$ cat config.mk
export PLATFORM = sky130hd
export DESIGN_NAME = bcd_conv_scheduler
export DESIGN_NICKNAME = d
export VERILOG_FILES = /design/src/rtl/bcd_conv_scheduler.sv
export SDC_FILE = /design/constraint.sdc
export NUM_CORES = 1
export LEC_CHECK = 0
export CAP_MARGIN = 20
export CORE_MARGIN = 2
export CORE_UTILIZATION = 39
export CTS_BUF_LIST = sky130_fd_sc_hd__clkbuf_8
export DETAILED_ROUTE_END_ITERATION = 6
export PLACE_DENSITY = 0.78
export SYNTH_ARGS = -nofsm -noshare
export SYNTH_HDL_FRONTEND = slang
export SYNTH_SLANG_ARGS = --single-unit
$ cat constraint.sdc
create_clock -name i_clk -period 2 [get_ports i_clk]
set_clock_uncertainty 0.15 [all_clocks]
set_input_delay 0.2 -clock i_clk [delete_from_list [all_inputs] [get_ports i_clk]]
set_output_delay 0.2 -clock i_clk [all_outputs]
set_load 0.05 [all_outputs]
$ cat src/rtl/bcd_conv_scheduler.sv
// Round-robin arbiter that feeds one binary-to-BCD converter from NUM_CH FIFOs,
// one job at a time, and returns each result tagged with its source channel.
module bcd_conv_scheduler #(
    parameter int NUM_CH         = 4,
    parameter int BINARY_WIDTH   = 8,
    parameter int DECIMAL_DIGITS = 2,
    parameter int TIMEOUT_CYCLES = 64,
    localparam int TAG_W         = (NUM_CH > 1) ? $clog2(NUM_CH) : 1,
    localparam int BCD_W         = DECIMAL_DIGITS * 4
) (
    input  logic                           i_clk,
    input  logic                           i_rst,
    input  logic [NUM_CH-1:0]              i_ch_empty,
    input  logic [NUM_CH-1:0]              i_ch_busy,
    input  logic [NUM_CH*BINARY_WIDTH-1:0] i_ch_data,
    output logic [NUM_CH-1:0]              o_ch_pop,
    output logic [BINARY_WIDTH-1:0]        o_conv_binary,
    output logic                           o_conv_empty_input,
    output logic                           o_conv_busy_input,
    input  logic                           i_conv_req_input,
    input  logic [BCD_W-1:0]               i_conv_bcd,
    input  logic                           i_conv_valid_output,
    output logic                           o_conv_busy_output,
    output logic                           o_conv_full_output,
    output logic [BCD_W-1:0]               o_res_bcd,
    output logic [TAG_W-1:0]               o_res_tag,
    output logic                           o_res_valid,
    input  logic                           i_res_ready,
    output logic                           o_timeout
);

    localparam int CNT_W = (TIMEOUT_CYCLES > 2) ? $clog2(TIMEOUT_CYCLES) : 1;

    typedef enum logic [2:0] {
        S_IDLE,
        S_POP,
        S_LATCH,
        S_OFFER,
        S_WAIT_RES
    } state_t;

    state_t                  r_state;
    state_t                  next_state;
    logic [TAG_W-1:0]        r_last;
    logic [BINARY_WIDTH-1:0] r_binary;
    logic [CNT_W-1:0]        r_cnt;
    logic                    r_valid_d;
    logic [NUM_CH-1:0]       eligible;
    logic                    gnt_found;
    logic [TAG_W-1:0]        gnt_idx;
    logic                    capture;
    logic                    timeout_hit;
    logic                    cnt_at_limit;

    assign eligible      = ~i_ch_empty & ~i_ch_busy;
    assign o_conv_binary = r_binary;
    assign cnt_at_limit  = (r_cnt == CNT_W'(TIMEOUT_CYCLES - 1));

    // Search starts one past the last grant so the previous winner ranks lowest.
    always_comb begin
        int j;
        j         = 0;
        gnt_found = 1'b0;
        gnt_idx   = r_last;
        for (int i = 0; i < NUM_CH; i++) begin
            j = int'(r_last) + 1 + i;
            if (j >= NUM_CH) j = j - NUM_CH;
            if (!gnt_found && eligible[j]) begin
                gnt_found = 1'b1;
                gnt_idx   = TAG_W'(j);
            end
        end
    end

    always_comb begin
        next_state         = r_state;
        capture            = 1'b0;
        timeout_hit        = 1'b0;
        o_conv_empty_input = 1'b1;
        o_conv_busy_input  = 1'b1;
        o_conv_busy_output = 1'b1;
        o_conv_full_output = 1'b0;
        case (r_state)
            S_IDLE:  if (gnt_found) next_state = S_POP;
            S_POP:   next_state = S_LATCH;
            S_LATCH: next_state = S_OFFER;
            S_OFFER: begin
                o_conv_empty_input = 1'b0;
                o_conv_busy_input  = 1'b0;
                if (i_conv_req_input) begin
                    next_state = S_WAIT_RES;
                end else if (cnt_at_limit) begin
                    timeout_hit = 1'b1;
                    next_state  = S_IDLE;
                end
            end
            S_WAIT_RES: begin
                o_conv_busy_output = 1'b0;
                o_conv_full_output = o_res_valid;
                if (i_conv_valid_output && !r_valid_d) begin
                    capture    = 1'b1;
                    next_state = S_IDLE;
                end else if (!o_res_valid && cnt_at_limit) begin
                    timeout_hit = 1'b1;
                    next_state  = S_IDLE;
                end
            end
            default: next_state = S_IDLE;
        endcase
    end

    always_ff @(posedge i_clk or posedge i_rst) begin
        if (i_rst) begin
            r_state     <= S_IDLE;
            r_last      <= TAG_W'(NUM_CH - 1);
            r_binary    <= '0;
            r_cnt       <= '0;
            r_valid_d   <= 1'b0;
            o_ch_pop    <= '0;
            o_res_bcd   <= '0;
            o_res_tag   <= '0;
            o_res_valid <= 1'b0;
            o_timeout   <= 1'b0;
        end else begin
            r_state   <= next_state;
            r_valid_d <= i_conv_valid_output;
            o_timeout <= timeout_hit;
            o_ch_pop  <= '0;
            if (r_state == S_IDLE && gnt_found) begin
                o_ch_pop <= NUM_CH'(1) << gnt_idx;
                r_last   <= gnt_idx;
            end
            if (r_state == S_LATCH) begin
                r_binary <= i_ch_data[int'(r_last)*BINARY_WIDTH +: BINARY_WIDTH];
            end
            // Frozen while a result waits downstream: backpressure is not a stall.
            if (next_state != r_state) begin
                r_cnt <= '0;
            end else if (r_state == S_OFFER || (r_state == S_WAIT_RES && !o_res_valid)) begin
                r_cnt <= r_cnt + 1'b1;
            end
            if (capture) begin
                o_res_bcd   <= i_conv_bcd;
                o_res_tag   <= r_last;
                o_res_valid <= 1'b1;
            end else if (o_res_valid && i_res_ready) begin
                o_res_valid <= 1'b0;
            end
        end
    end

endmodule

==> metrics.csv, run 1 <==
metric,value,unit
status,"complete, no violations",
pwr dens,1380,nW/µm²
Post-Syn Instances,149,
Overflow after GRT,0,
Startpoint Class,register,
post-CTS setup buffer count,0,
placed cells,286,
largest net degree at the start of global routing,37,
Netlist Area Pre-Place,1880,µm²
largest area contributor in the netlist,dfrtp_1,
Wirelength per Cell,14.5,µm
clock latency on the worst-skew pair,0.28,ns
Final setup viols,0,
"commonest non-fill, non-tap cells in the layout","76 x clkdlybuf4s50_1, 34 x dfrtp_1, 19 x mux2_2",
Pint,2.33,mW
height of the die,73.4,µm
WL final,4270,µm
I/O pins,81,
Worst setup EP type,primary output,
area of placed instances,2810,µm²
clk root buf,clkbuf_8,
CTS sink cnt,36,
Ant. Diodes,0,
Synth Warn #,0,
Final Wtd Congestion,0.878,
Sw Pwr,1.69,mW
post-layout util,62.1,%
"Seq/Total Area, Yosys",48.0,%
initial antenna violation count,0,
worst vdd ir,0.000941,V
dominant cells by area after synthesis,"dfrtp_1 45%, mux2_2 11%, mux4_2 9.6%, dfstp_2 2.8%, nor2_1 2.8%",
Levels on crit path,1,
Synth top area share,45.2,%
Rows,25,
Seq cells post-synth,36,
Buf/Inv on CP,1,
max_cap viols,0,
reg2reg end,o_conv_binary[5],
relative slew slack,64.4,%
worst endpoint required time,1.65,ns
DRT Pass-1 Iters,4,
share of layout cells above drive strength 1,27.1,%
crit share post-route,96.0,%
Vias,1536,
die area,5390,µm²
RSZ-0062 raised after global routing,no,
"commonest non-fill, non-tap cell in the layout",clkdlybuf4s50_1,
Starting Density,40.1,%
first-pass GRT wire length,7330,µm
TNS Setup,0,ns
clk buf depth,2,
CORE AREA,4690,µm²
ys async rst share,100,%
Routed Antenna Nets,0,
1st-iter DRT viols,64,
critical path class,reg2out,
DRC viols,0,
Clk pwr share,13.8,%
flop2flop setup slack,0.16,ns
Slowest Stage Delay on Critical Path,0.84,ns
clk slew on worst S/H paths,0.07,ns
Final HPWL DP,3300,µm
Reg2Reg Launch Point,r_last[0],
average size of a mapped cell,12.6,µm²
Final Non-Filler Cells,294,
finished layout cell area,2910,µm²
sw frac,42.1,%
GRT Total Usage,17.6,%
Crit path max-delay family,buffers and inverters,
Gate power share,56.3,%
"Slew Viols, Final",0,
Main synth FF type,dfrtp_1,
post-CTS sizing,1,
Final Hold Viols,0,
Die W,73.4,µm
Via density,5.22,
Tmin final,1.92,ns
CTS tree,yes,
Worst Path Arrival,1.57,ns
H-tree depth,2,
CP cell instances,clkdlybuf4s50_1,
Post-synth EDFFs,0,
Worst Reg-to-Reg Cells,2,
crit-path max FO,6,
worst min path class,in2async,
Worst-Margin Slew,0.532,ns
number of global-route vias before repair,1668,
"Hold-fix buffers, CTS",0,
NumNets Final,293,
Lkg Pwr,1.23,nW
TritonCTS buffer count,5,
syn_nets,203,
IO Port Bufs,80,
area grow syn2layout,54.8,%
fmax,521,MHz
Crit-path slowest cell,clkdlybuf4s50_1,
Netlist cell types,48,
Reg power frac,29.9,%
area by class of cell:
class	instances	area (µm²)
Fill cell	389	1780
Sequential cell	36	903
Clock buffer	7	96.3
Clock inverter	1	3.75
Tap cell	54	67.6
Multi-Input combinational cell	101	911
Inverter	3	11.3
Timing Repair Buffer	92	918
cell families (layout without fill, tap and decap cells):
| group | Yosys count | after routing | share of synthesized area, % |
|---|---|---|---|
| AO/OA/AOI/OAI | 30 | 30 | 11.8 |
| XOR/XNOR | 5 | 5 | 2.33 |
| adder cells (fa/ha/maj) | 1 | 1 | 0.665 |
| buffers and inverters | 12 | 103 | 3.79 |
| flip-flops | 36 | 36 | 48.0 |
| multiplexers | 28 | 28 | 21.5 |
| AND/OR/NAND/NOR | 37 | 37 | 11.9 |
sequential cells by signal, indices dropped and copies added (netlist names):
register and count:
o_conv_binary 8, o_ch_pop 4, r_state 3, o_res_bcd 8, o_res_tag 2, o_timeout 1
r_cnt 6, r_valid_d 1, o_res_valid 1, r_last 2
worst max path at each step:
stage / from / to / slack [ns]
final: o_res_valid / o_res_valid / 0.08
after CTS: o_res_valid / o_res_valid / 0.05
after global routing: r_state[2] / o_conv_empty_input / 0.01
after detailed placement: i_ch_busy[3] / r_last[0] / 0.09
after global placement: i_ch_empty[1] / r_last[0] / 0.12
after floorplan: r_state[1] / o_conv_empty_input / 0.15
power groups by stage:
stage	registers, mW	clock network (mW)	logic [mW]
after CTS	1.21	0.568	2.29
after floorplan	1.69	0	1.05
after detailed placement	1.22	0	2.27
after global placement	1.20	0	2.26
after global routing	1.25	0.604	2.40
final	1.20	0.556	2.27
metrics by stage:
| stage | hold WS [ns] | total power [mW] | setup slack [ns] |
|---|---|---|---|
| after detailed placement | 0.345 | 3.49 | 0.0879 |
| after CTS | 0.188 | 4.06 | 0.0501 |
| final | 0.171 | 4.02 | 0.0795 |
| after global routing | 0.229 | 4.25 | 0.0123 |
| after global placement | 0.336 | 3.46 | 0.116 |
| after floorplan | 0.0814 | 2.74 | 0.152 |
synthesized netlist by cell type, types with 2 or more instances:
master,number
dfrtp_1,34
mux2_2,19
nor2_1,14
mux4_2,8
a21oi_1,5
o21ai_0,4
xor2_1,4
buf_2,3
inv_1,3
a31oi_1,2
and3_1,2
buf_4,2
buf_6,2
clkbuf_1,2
dfstp_2,2
nand2_1,2
nor2b_1,2
nor3_1,2
o2111ai_1,2
o21a_1,2
o21bai_1,2
o22ai_1,2
o31ai_1,2
or3b_1,2
or3b_2,2
layer usage:
layer / wire, µm / GRT usage, % / vias to the layer above
li1: - / - / 730
met1: 1860 / 21.7 / 754
met2: 2110 / 29.7 / 45
met3: 243 / 5.08 / 7
met4: 55 / 5.86 / 0
met5: 0 / 0 / -
Note: power is estimated with default switching activity, not from simulation.
==> run 2, diff against run 1 <==
--- a/config.mk
+++ b/config.mk
@@ -10,6 +10,8 @@
 export CORE_UTILIZATION = 39
 export CTS_BUF_LIST = sky130_fd_sc_hd__clkbuf_8
 export DETAILED_ROUTE_END_ITERATION = 6
+export GPL_ROUTABILITY_DRIVEN = 0
+export HOLD_SLACK_MARGIN = 0.05
 export PLACE_DENSITY = 0.78
 export SYNTH_ARGS = -nofsm -noshare
 export SYNTH_HDL_FRONTEND = slang
==> results of run 2 <==
The final DEF is identical to that of run 1; final timing and power are the same.
==> run 3, diff against run 2 <==
--- a/config.mk
+++ b/config.mk
@@ -5,7 +5,7 @@
 export SDC_FILE = /design/constraint.sdc
 export NUM_CORES = 1
 export LEC_CHECK = 0
-export CAP_MARGIN = 20
+export CAP_MARGIN = 40
 export CORE_MARGIN = 2
 export CORE_UTILIZATION = 39
 export CTS_BUF_LIST = sky130_fd_sc_hd__clkbuf_8
@@ -13,6 +13,7 @@
 export GPL_ROUTABILITY_DRIVEN = 0
 export HOLD_SLACK_MARGIN = 0.05
 export PLACE_DENSITY = 0.78
+export SLEW_MARGIN = 40
 export SYNTH_ARGS = -nofsm -noshare
 export SYNTH_HDL_FRONTEND = slang
 export SYNTH_SLANG_ARGS = --single-unit
==> results of run 3 <==
The final DEF is identical to that of run 1; final timing and power are the same.
